## src/rtl/imm_rot_encoder.sv

```systemverilog
// imm_rot_encoder: finds the canonical {rotate, imm8} operand2 encoding
// of a 32-bit constant, checking LANES rotations per search cycle.
module imm_rot_encoder #(
    parameter int LANES = 1
) (
    input  logic        clk,
    input  logic        rst_n,
    input  logic        in_valid,
    output logic        in_ready,
    input  logic [31:0] value,
    output logic        out_valid,
    input  logic        out_ready,
    output logic        found,
    output logic [3:0]  rotate,
    output logic [7:0]  imm8,
    output logic [11:0] shift_operand
);

    generate
        if (!(LANES == 1 || LANES == 2 || LANES == 4 ||
              LANES == 8 || LANES == 16)) begin : g_bad_lanes
            $error("imm_rot_encoder: LANES must be 1, 2, 4, 8 or 16");
        end
    endgenerate

    typedef enum logic [1:0] {
        IDLE,
        SEARCH,
        DONE
    } state_t;

    state_t      state_q, state_d;
    logic [31:0] val_q, val_d;
    logic [3:0]  r_q, r_d;
    logic        found_q, found_d;
    logic [3:0]  rot_q, rot_d;
    logic [7:0]  imm_q, imm_d;

    logic        hit_any;
    logic [3:0]  hit_k;
    logic [7:0]  hit_imm;
    logic        last_pass;
    logic [3:0]  lane_k;
    logic [4:0]  lane_sh;
    logic [31:0] lane_cand;

    // Evaluate this cycle's lanes; scanning high to low leaves the smallest hit.
    always_comb begin
        hit_any   = 1'b0;
        hit_k     = 4'd0;
        hit_imm   = 8'd0;
        lane_k    = 4'd0;
        lane_sh   = 5'd0;
        lane_cand = 32'd0;
        for (int j = LANES - 1; j >= 0; j--) begin
            lane_k    = r_q + 4'(j);
            lane_sh   = {lane_k, 1'b0};
            lane_cand = (val_q << lane_sh) |
                        (val_q >> (6'd32 - {1'b0, lane_sh}));
            if (lane_cand[31:8] == 24'd0) begin
                hit_any = 1'b1;
                hit_k   = lane_k;
                hit_imm = lane_cand[7:0];
            end
        end
    end

    assign last_pass = ({1'b0, r_q} + 5'(LANES)) == 5'd16;

    // Next-state and next-datapath logic for the search FSM.
    always_comb begin
        state_d = state_q;
        val_d   = val_q;
        r_d     = r_q;
        found_d = found_q;
        rot_d   = rot_q;
        imm_d   = imm_q;
        unique case (state_q)
            IDLE: begin
                if (in_valid) begin
                    val_d   = value;
                    r_d     = 4'd0;
                    state_d = SEARCH;
                end
            end
            SEARCH: begin
                if (hit_any) begin
                    found_d = 1'b1;
                    rot_d   = hit_k;
                    imm_d   = hit_imm;
                    state_d = DONE;
                end else if (last_pass) begin
                    found_d = 1'b0;
                    rot_d   = 4'd0;
                    imm_d   = 8'd0;
                    state_d = DONE;
                end else begin
                    r_d = r_q + 4'(LANES);
                end
            end
            DONE: begin
                if (out_ready) begin
                    state_d = IDLE;
                end
            end
            default: state_d = IDLE;
        endcase
    end

    // State and datapath registers.
    always_ff @(posedge clk or negedge rst_n) begin
        if (!rst_n) begin
            state_q <= IDLE;
            val_q   <= 32'd0;
            r_q     <= 4'd0;
            found_q <= 1'b0;
            rot_q   <= 4'd0;
            imm_q   <= 8'd0;
        end else begin
            state_q <= state_d;
            val_q   <= val_d;
            r_q     <= r_d;
            found_q <= found_d;
            rot_q   <= rot_d;
            imm_q   <= imm_d;
        end
    end

    assign in_ready      = (state_q == IDLE);
    assign out_valid     = (state_q == DONE);
    assign found         = found_q;
    assign rotate        = rot_q;
    assign imm8          = imm_q;
    assign shift_operand = found_q ? {rot_q, imm_q} : 12'h000;

endmodule

```

## config.mk

```make
export PLATFORM = sky130hd
export DESIGN_NAME = imm_rot_encoder
export DESIGN_NICKNAME = d
export VERILOG_FILES = /design/src/rtl/imm_rot_encoder.sv
export SDC_FILE = /design/constraint.sdc
export NUM_CORES = 1
export LEC_CHECK = 0
export CAP_MARGIN = 20
export CORE_MARGIN = 3
export CORE_UTILIZATION = 46
export DETAILED_ROUTE_END_ITERATION = 8
export PLACE_DENSITY_LB_ADDON = 0.1
export SLEW_MARGIN = 20
export SYNTH_ARGS = -nofsm -noshare
export SYNTH_HDL_FRONTEND = slang
export SYNTH_SLANG_ARGS = --single-unit
```

## constraint.sdc

```tcl
create_clock -name clk -period 3.4 [get_ports clk]
set_input_delay 0.51 -clock clk [delete_from_list [all_inputs] [get_ports clk]]
set_output_delay 0.51 -clock clk [all_outputs]
set_load 0.02 [all_outputs]
```

# Yosys cells after proc, flatten, opt, wreduce, memory -nomap -nowiden
# Cells that the tools add are included.
dict set report word_totals {
  out_inout_bits 27
  word_cells 47
  input_bits 36
  regBits 51
}
dict set report classes {
  n_addsub 3
  n_shift 2
  eq_ne 8
  n_bitwise 1
  n_reduce_logical 8
  muxes 19
}
# operator count
set ops {}
lappend ops {{32-bit OR} 1}
lappend ops {{32-bit by 5-bit << shifter with 32-bit output} 1}
lappend ops {{32-bit by 6-bit >> shifter with 32-bit output} 1}
lappend ops {{24-bit zero test} 1}
lappend ops {{4-bit 2-to-1 mux} 6}
lappend ops {{8-bit 2-to-1 mux} 3}
lappend ops {{12-bit 2-to-1 mux} 1}
lappend ops {{2-bit 2-to-1 mux} 4}
lappend ops {{4-bit one-hot mux with 2 select lines} 1}
lappend ops {{2-bit != test, second input constant} 3}
lappend ops {{2-bit one-hot mux with 3 select lines} 1}
lappend ops {{6-bit by 5-bit subtractor with 6-bit output, first input constant} 1}
lappend ops {{4-bit by 1-bit adder with 5-bit output, second input constant} 1}
lappend ops {{5-bit == test, second input constant} 1}
lappend ops {{4-bit by 1-bit adder with 4-bit output, second input constant} 1}
lappend ops {{2-bit AND reduction} 2}
lappend ops {{4-bit AND reduction} 1}
lappend ops {{2-bit nonzero test} 2}
lappend ops {{1-bit 2-to-1 mux} 3}
lappend ops {{3-bit != test, second input constant} 1}
lappend ops {{3-bit AND reduction} 1}
lappend ops {{2-bit by 1-bit == test with 1-bit output, second input constant} 1}
lappend ops {{2-bit == test, second input constant} 1}
lappend ops {{2-bit zero test} 1}
lappend ops {{2-bit by 1-bit != test with 1-bit output, second input constant} 1}

# Longest topological paths before layout
# Gate-level depths: netlist (run 1).
dict set report logic_depth {
  word_depth 7
  depth_mapped 16
  depth_no_buf 9
}

# Worst setup path after synthesis (run 1)
# No wires, ideal clock.
dict set report synth_timing {
  path_kind {reg2reg}
  from {reg r_q[0]}
  to {reg imm_q[0], in the netlist imm8[0]}
  synth_period_minus_slack_ns 3.515
  required_ns 3.313
  arrival_time_ns 3.428
  stages_incl_launch_ff 15
  n_path_buf 5
  setup_ns 0.087
  slack_ns -0.115
  cell_sequence {dfrtp_1 buf_6 buf_6 inv_2 buf_1 ha_1 buf_4 buf_4 nor4_1 a21oi_1 a222oi_1 a31oi_1 or4_4 or3_1 o211ai_1}
}
dict set report synth_via {
  elab_chain_cells 7
  word_cells_on_any_way 12
  classes_between {2 x add/sub; 1 x eq/ne; 2 x shift; 3 x mux; 1 x bitwise; 3 x reduce/logical}
}
# item line_no
set synth_lines {}
lappend synth_lines {{start, declared} 34} ;# logic [3:0] r_q, r_d;
lappend synth_lines {{start signal, assigned} 122} ;# r_q <= r_d;
lappend synth_lines {{6-bit by 5-bit subtractor with 6-bit output} 59} ;# (val_q >> (6'd32 - {1'b0, lane_sh}));
lappend synth_lines {{32-bit by 6-bit >> shifter with 32-bit output} 59}
lappend synth_lines {{32-bit OR} 58} ;# lane_cand = (val_q << lane_sh) |
lappend synth_lines {{24-bit zero test} 60} ;# if (lane_cand[31:8] == 24'd0) begin
lappend synth_lines {{1-bit 2-to-1 mux} 60}
lappend synth_lines {{2-bit nonzero test (no line)} --}
lappend synth_lines {{2-bit AND reduction (no line)} --}
lappend synth_lines {{end signal, assigned} 125} ;# imm_q <= imm_d;
lappend synth_lines {{end, declared} 37} ;# logic [7:0] imm_q, imm_d;
# Several ways; a longest one is shown, not always the timed one.
# A chain may end at the register's enable or synchronous reset.

# Worst setup path in the final report (run 1)
# Ends and elaborated chain as after synthesis.

==> out/summary.txt, run 1 <==
STATUS
---------------------------------------------------------------------------------
Run status                                                           finished clean

WORST HOLD PATH
---------------------------------------------------------------------------------
Min-delay worst type                                                  in -> async

CLOCKING
---------------------------------------------------------------------------------
Clock tree buffer depth                                                         2
CTS Buf Count                                                                   5
Insertion delay to the later sink of the worst-skew pair                   310 ps
Master cell of the clock root buffer                                 sky130_fd_sc_hd__clkbuf_8
TritonCTS Sinks                                                                51
H-tree lvl count                                                                2
TritonCTS clock tree                                                        built
Hold bufs inserted after CTS                                                    0
Register clock-pin slew on the reported worst setup and hold paths         100 ps

ROUTE
---------------------------------------------------------------------------------
Routed length per placed instance                                         18.3 um
Router iterations before antenna repair                                         5
Number of remaining DRC errors                                                  0
Detailed Route WL                                                        12600 um
Via count                                                                    4227
Antenna-violating nets left                                                     0
Number of DRC violations after detailed-routing iteration 0                   450
Detailed-route vias per instance                                             6.17

FLOORPLANNING
---------------------------------------------------------------------------------
Number of placement rows                                                       34
Horizontal extent of the die                                               103 um
Core Area                                                               8890 um^2
Number of primary I/O pins                                                     63
Die height                                                                 103 um
Starting density of the core                                                0.482
Area of the die                                                        10500 um^2

CELLS AND AREA
---------------------------------------------------------------------------------
Area of all sequential standard cells                                   1280 um^2
Final cell count without fillers                                              685
Fill cell instance count of the final layout                                  842
Ratio of cells with drive above 1 in the final layout                       0.102
Antenna cells                                                                   0
Total area of multi-input combinational cells                           2710 um^2
Area added between synthesis and finish                                     19.0%
Net total in the final layout                                                 614

WORST SETUP PATH
---------------------------------------------------------------------------------
CP Max Fanout                                                                   8
Sum of buffers and inverters on the critical path                               3
Category of the worst setup path launch point                                flop
Critical path's largest stage delay                                        560 ps
Type of the worst setup path                                           reg -> reg
Standard cell with the maximum stage delay on the critical path      sky130_fd_sc_hd__or4_4
CP most frequent cell                                                sky130_fd_sc_hd__buf_4
Data required time at the worst endpoint                                  3640 ps
Critical path capture point type                                             flop
Cell breakdown of the critical path                                  inv_2 > ha_1 > buf_4 > nor3_1 > o31ai_1 > a2111oi_0 > buf_4 > nor4_1 > or4_4 > or3_1 > o211ai_1
Top Family by Delay on Critical Path                                 simple AND/OR/NAND/NOR gates
Signal arrival time at the worst endpoint                                 3400 ps

PLACE
---------------------------------------------------------------------------------
Worst slack at placement                                                   110 ps
Port bufs                                                                      62
Placer Congestion                                                           0.937
HPWL after detailed placement                                             8990 um
Number of cells after detailed placement                                      676

STA
---------------------------------------------------------------------------------
Total Neg Setup Slack                                                        0 ps
Final setup vio count                                                           0
Pins over their slew limit                                                      0
Fmax                                                                      316 MHz
Clock Skew                                                                6.18 ps
Slew of the pin with the lowest slew margin                                699 ps
Clock period minus worst slack                                            3170 ps
Final Hold Fails                                                                0
Final cycle utilization of the critical path                                0.932
Least setup slack across all paths after layout                            233 ps
Relative slew slack                                                         0.534

YOSYS
---------------------------------------------------------------------------------
Top_reg_cell synth                                                   sky130_fd_sc_hd__dfrtp_1
Sequential cell area fraction in the yosys report                           0.298
Cell count after synthesis                                                    534
Cell taking the most area after synthesis                            sky130_fd_sc_hd__dfrtp_1
Synth Net Count                                                               572
Top cell type's share of synthesized area                                   0.298
Synth warn                                                                      0
Avg Inst Size Synth                                                     8.02 um^2
Post-Syn Area                                                           4280 um^2
EDFF count, synth                                                               0
Number of different library cells in the post-synthesis netlist                63
Biggest area contributors in the synthesized netlist                 sky130_fd_sc_hd__dfrtp_1, sky130_fd_sc_hd__nand2_1, sky130_fd_sc_hd__mux4_2
Synthesis-stage register bit count                                             51
Async SR Flop Fraction                                                       1.00

POWER AND IR DROP
---------------------------------------------------------------------------------
Power density over cell area                                         1260 nW/um^2
Lkg Pwr                                                                0.00218 uW
VDD IR-drop max                                                        0.000713 V

JOB
---------------------------------------------------------------------------------
Maximum Capacitance Violations                                                  0

GLOBAL ROUTING
---------------------------------------------------------------------------------
Total congestion overflow after global routing                                  0
Number of global-route vias before repair                                    3924
Maximum number of pins on one net before global-route repair                   73
Number of antenna violations at the first check in global routing               0
First-pass GRT wire length                                               20600 um
Total Routing Usage GR                                                      0.249

[placed cells by master (no fill, tap or decap), drive strengths merged, types with 3 or more instances in the layout]
master and n:
mux4 19, a21o 3, nor3b 3, nor4 14
o211ai 9, and3 3, nor2 29, a31oi 3
o31ai 4, nor3 25, and2 16, a21oi 16
a211o 3, nor2b 7, o22ai 4, nand3 4
dfrtp 51, a211oi 6, clkbuf 6, mux2i 27
clkdlybuf4s50 61, buf 23, o21ai 27, nand2 132
nand4 7, inv 19, o32ai 3, a32oi 5
nor4b 5
[cell type report]
class                      count  area share
clock inverter                 2     0.00319
tap                          108      0.0265
clock buffer                   6      0.0162
sequential                    51       0.250
multi-input combinational    414       0.531
timing repair buffer          84       0.158
inverter                      20      0.0147
[where the power goes]
group          internal, uW  leakage [uW]  switching [uW]
Sequential              886      0.000612             576
Combinational          2090       0.00152            2470
Clock                   167     0.0000474             222
[per-stage QoR]
stage / power [uW] / hold WS (ps) / utilization / area (um^2)
3_5_place_dp: 5950 / 538 / 0.561 / 4980
5_1_grt: 6920 / 270 / 0.574 / 5100
3_3_place_gp: 5900 / 529 / 0.561 / 4980
4_1_cts: 6360 / 243 / 0.572 / 5080
6_report: 6410 / 211 / 0.574 / 5100
2_1_floorplan: 4570 / 214 / - / 4290
[cell families (layout without fill, tap and decap cells)]
| group | Yosys count | after routing | synth area share |
|---|---|---|---|
| adders and majority gates | 2 | 2 | 0.00584 |
| and+or+nand+nor | 253 | 253 | 0.274 |
| muxes | 47 | 47 | 0.166 |
| xor gates and xnor gates | 2 | 2 | 0.00409 |
| DFF | 51 | 51 | 0.298 |
| AOI/OAI and AO/OA | 110 | 110 | 0.180 |
| buffers and inverters | 69 | 112 | 0.0721 |
[cell usage after synthesis (3+ instances only)]
cell                       number
sky130_fd_sc_hd__a211o_1        3
sky130_fd_sc_hd__a211oi_1       5
sky130_fd_sc_hd__a21o_1         3
sky130_fd_sc_hd__a21oi_1       16
sky130_fd_sc_hd__a31oi_1        3
sky130_fd_sc_hd__a32oi_1        5
sky130_fd_sc_hd__and2_1        16
sky130_fd_sc_hd__and3_1         3
sky130_fd_sc_hd__buf_1          4
sky130_fd_sc_hd__buf_2         13
sky130_fd_sc_hd__buf_4          3
sky130_fd_sc_hd__buf_6          3
sky130_fd_sc_hd__clkbuf_1      26
sky130_fd_sc_hd__dfrtp_1       51
sky130_fd_sc_hd__inv_1         18
sky130_fd_sc_hd__mux2i_1       27
sky130_fd_sc_hd__mux4_2        19
sky130_fd_sc_hd__nand2_1      132
sky130_fd_sc_hd__nand3_1        4
sky130_fd_sc_hd__nand4_1        7
sky130_fd_sc_hd__nor2_1        29
sky130_fd_sc_hd__nor2b_1        7
sky130_fd_sc_hd__nor3_1        25
sky130_fd_sc_hd__nor3b_1        3
sky130_fd_sc_hd__nor4_1        13
sky130_fd_sc_hd__nor4b_1        5
sky130_fd_sc_hd__o211ai_1       9
sky130_fd_sc_hd__o21ai_0       26
sky130_fd_sc_hd__o22ai_1        4
sky130_fd_sc_hd__o31ai_1        3
sky130_fd_sc_hd__o32ai_1        3
[routing by layer]
metal / vias up / track usage / part of all wire
met4: 0 / 0.0838 / 0.025
met1: 2028 / 0.350 / 0.45
li1: 2010 / - / -
met2: 167 / 0.396 / 0.47
met3: 22 / 0.0332 / 0.060
met5: - / 0 / 0
[path summary, 6_finish.rpt]
kind,cells after the start,endpoint,from,slack (ps)
worst max-delay path,11,imm8[0],r_q[0],230
worst min-delay path,1,val_q[30],rst_n,210
worst max register to register,11,imm8[0],r_q[0],230
worst min register to register,1,imm8[2],imm8[2],560
max in group asynchronous,2,val_q[15],rst_n,2420
min in group clk,1,imm8[2],imm8[2],560
[state kept, by name, summed over array words and instances, names as in the netlist]
register,cells
val_q,32
state_q,2
found,1
r_q,4
imm8,8
rotate,4
[repair_timing]
item | 4_1_cts | 5_1_grt
endpoints found under the setup margin | 0 | 13
setup buffers | 0 | 1
gates resized for setup | 0 | 3
endpoints found under the hold margin | 0 | 0
[worst register-to-register path, delay by kind of cell, from the launching register on]
kind / cells / cell delay (ps)
simple gates: 4 / 1200
fa+ha+maj: 1 / 400
flops: 1 / 410
buf+inv: 3 / 440
compound gates: 3 / 640
Power figures use the tool's default switching activity.
==> inputs of run 2 (changes only) <==
CAP_MARGIN = 10   (was 20)
MAX_ROUTING_LAYER = met4   (was unset)
==> run 2 against run 1 <==
Effect of this change: sequential power barely moved; combinational power barely moved; non-clock buffer count fell by 2; hold slack improved by 72 ps; critical path type unchanged; global-route usage rose by 0.67 points; sequential share of layout area rose by 0.13 points; cell count fell by 0.29%; clock-buffer cell count fell by 1; utilization fell by 0.30 points; highest routed layer unchanged.
==> out/summary.txt, run 2 (synthesized netlist as in run 1, its figures left out) <==
STATUS
---------------------------------------------------------------------------------
Run status                                                           finished clean

WORST SETUP PATH
---------------------------------------------------------------------------------
CP Max Fanout                                                                  34
Critical R2R Launch                                                        r_q[1]
Category of the worst setup path launch point                                flop
Critical path capture point type                                             flop
Critical path's largest stage delay                                        590 ps
Standard cell with the maximum stage delay on the critical path      sky130_fd_sc_hd__or4_4
Type of the worst setup path                                           reg -> reg
Signal arrival time at the worst endpoint                                 3420 ps
Data required time at the worst endpoint                                  3630 ps
Critical Path Start                                                        r_q[1]
Cell breakdown of the critical path                                  clkinv_1 > ha_1 > buf_12 > nor2b_1 > o21ai_0 > a222oi_1 > a31oi_1 > or4_4 > or3_1 > o211ai_1

CELLS AND AREA
---------------------------------------------------------------------------------
Max FFs per register                                                           32
Net total in the final layout                                                 612
Antenna cells                                                                   0
Top library cells by usage in the layout, fill and taps aside        sky130_fd_sc_hd__nand2_1, sky130_fd_sc_hd__clkdlybuf4s50_1, sky130_fd_sc_hd__dfrtp_1
Fill cell instance count of the final layout                                  849
Area added between synthesis and finish                                     18.4%
Most flops, register                                                        val_q
Post-route cell area                                                    5070 um^2
Most common library cell in the layout ignoring fill and taps        sky130_fd_sc_hd__nand2_1
Final cell count without fillers                                              683
Ratio of cells with drive above 1 in the final layout                       0.101

FLOORPLANNING
---------------------------------------------------------------------------------
Area of the die                                                        10500 um^2
Number of primary I/O pins                                                     63
Horizontal extent of the die                                               103 um
Core Area                                                               8890 um^2
Number of placement rows                                                       34
Die height                                                                 103 um
Starting density of the core                                                0.482

CLOCKING
---------------------------------------------------------------------------------
CTS Buf Count                                                                   5
Master cell of the clock root buffer                                 sky130_fd_sc_hd__clkbuf_8
Hold bufs inserted after CTS                                                    0
Register clock-pin slew on the reported worst setup and hold paths         110 ps
Insertion delay to the later sink of the worst-skew pair                   320 ps
TritonCTS clock tree                                                        built
H-tree lvl count                                                                2
TritonCTS Sinks                                                                51
Post-CTS Setup Inserts                                                          0
Quantity of gates resized following cts                                         0
Clock tree buffer depth                                                         2

PLACE
---------------------------------------------------------------------------------
HPWL after detailed placement                                             9150 um
Dpl cell area                                                           4980 um^2
Number of cells after detailed placement                                      675
Placer Congestion                                                           0.948
Port bufs                                                                      62

GLOBAL ROUTING
---------------------------------------------------------------------------------
Total congestion overflow after global routing                                  0
Total Routing Usage GR                                                      0.255
Maximum number of pins on one net before global-route repair                   73
Number of global-route vias before repair                                    3831
Number of antenna violations at the first check in global routing               0
First-pass GRT wire length                                               20600 um

ROUTE
---------------------------------------------------------------------------------
Number of remaining DRC errors                                                  0
Router iterations before antenna repair                                         5
Routed length per placed instance                                         18.9 um
Via count                                                                    4253
Number of DRC violations after detailed-routing iteration 0                   362
Detailed Route WL                                                        12900 um
Antenna-violating nets left                                                     0
Detailed-route vias per instance                                             6.23

POWER AND IR DROP
---------------------------------------------------------------------------------
Power Total                                                               6380 uW
Power density over cell area                                         1260 nW/um^2
Sequential power share                                                      0.227
Switching share of power                                                    0.516
Internal power summed over all cells                                      3090 uW
Combinational group share of total power                                    0.714
Portion of total power attributed to the clock network                      0.059
VDD IR-drop max                                                        0.000468 V
Lkg Pwr                                                                0.00217 uW
Switching component of the power                                          3290 uW

JOB
---------------------------------------------------------------------------------
Maximum Capacitance Violations                                                  0

STA
---------------------------------------------------------------------------------
Final Hold Fails                                                                0
Clock period minus worst slack                                            3180 ps
Relative slew slack                                                         0.438
Clock Skew                                                                12.0 ps
Final cycle utilization of the critical path                                0.937
Setup repair after global routing missed its margin                         false
Fmax                                                                      314 MHz
Pins over their slew limit                                                      0
Final setup vio count                                                           0
Total Neg Setup Slack                                                        0 ps
Slew of the pin with the lowest slew margin                                843 ps

WORST HOLD PATH
---------------------------------------------------------------------------------
Min-delay worst type                                                  in -> async

==> run 2: worst paths after layout <==
| kind | end | slack, ps | depth (start not counted) |
|---|---|---|---|
| max | imm8[0] | 220 | 10 |
| min | val_q[30] | 280 | 1 |
| max reg2reg | imm8[0] | 220 | 10 |
| min reg2reg | rotate[2] | 560 | 2 |
| max in group asynchronous | val_q[5] | 2380 | 2 |
| min in group clk | rotate[2] | 560 | 2 |
==> run 2: layout make-up <==
cell class                      instances  area [um^2]  share of cell area
Clock inverter                          3         18.8             0.00370
Multi-Input combinational cell        414         2710               0.534
Sequential cell                        51         1280               0.252
Inverter                               20         75.1              0.0148
Clock buffer                            5         68.8              0.0136
Tap cell                              108          135              0.0266
Timing Repair Buffer                   82          791               0.156
==> run 2: worst max-delay path, delay by kind of cell, from the launching register on <==
| family | cells | cell delay [ps] |
|---|---|---|
| flip-flops | 1 | 370 |
| adder cells (fa/ha/maj) | 1 | 320 |
| buffers and inverters | 2 | 280 |
| AND/OR/NAND/NOR | 3 | 1290 |
| AO/OA/AOI/OAI | 4 | 830 |
==> run 2: metrics by stage <==
| stage | hold slack (ps) | utilization | worst slack (ps) |
|---|---|---|---|
| 2_1_floorplan | 214 | - | 1.38 |
| 3_3_place_gp | 528 | 0.560 | 171 |
| 3_5_place_dp | 539 | 0.560 | 78.8 |
| 4_1_cts | 315 | 0.570 | 49.0 |
| 5_1_grt | 359 | 0.571 | 23.2 |
| 6_report | 283 | 0.571 | 215 |
==> run 2: metal layers <==
layer	share of wire	track usage
met3	0.056	0.0291
met4	0.023	0.0535
met2	0.47	0.391
met1	0.46	0.367
met5	0	-
==> run 2: power groups by stage <==
stage / logic [uW] / registers [uW] / clock network [uW]
final: 4560 / 1450 / 376
after global routing: 4970 / 1510 / 413
after CTS: 4510 / 1440 / 386
after detailed placement: 4490 / 1450 / 0
after global placement: 4450 / 1440 / 0
after floorplan: 3340 / 1230 / 0
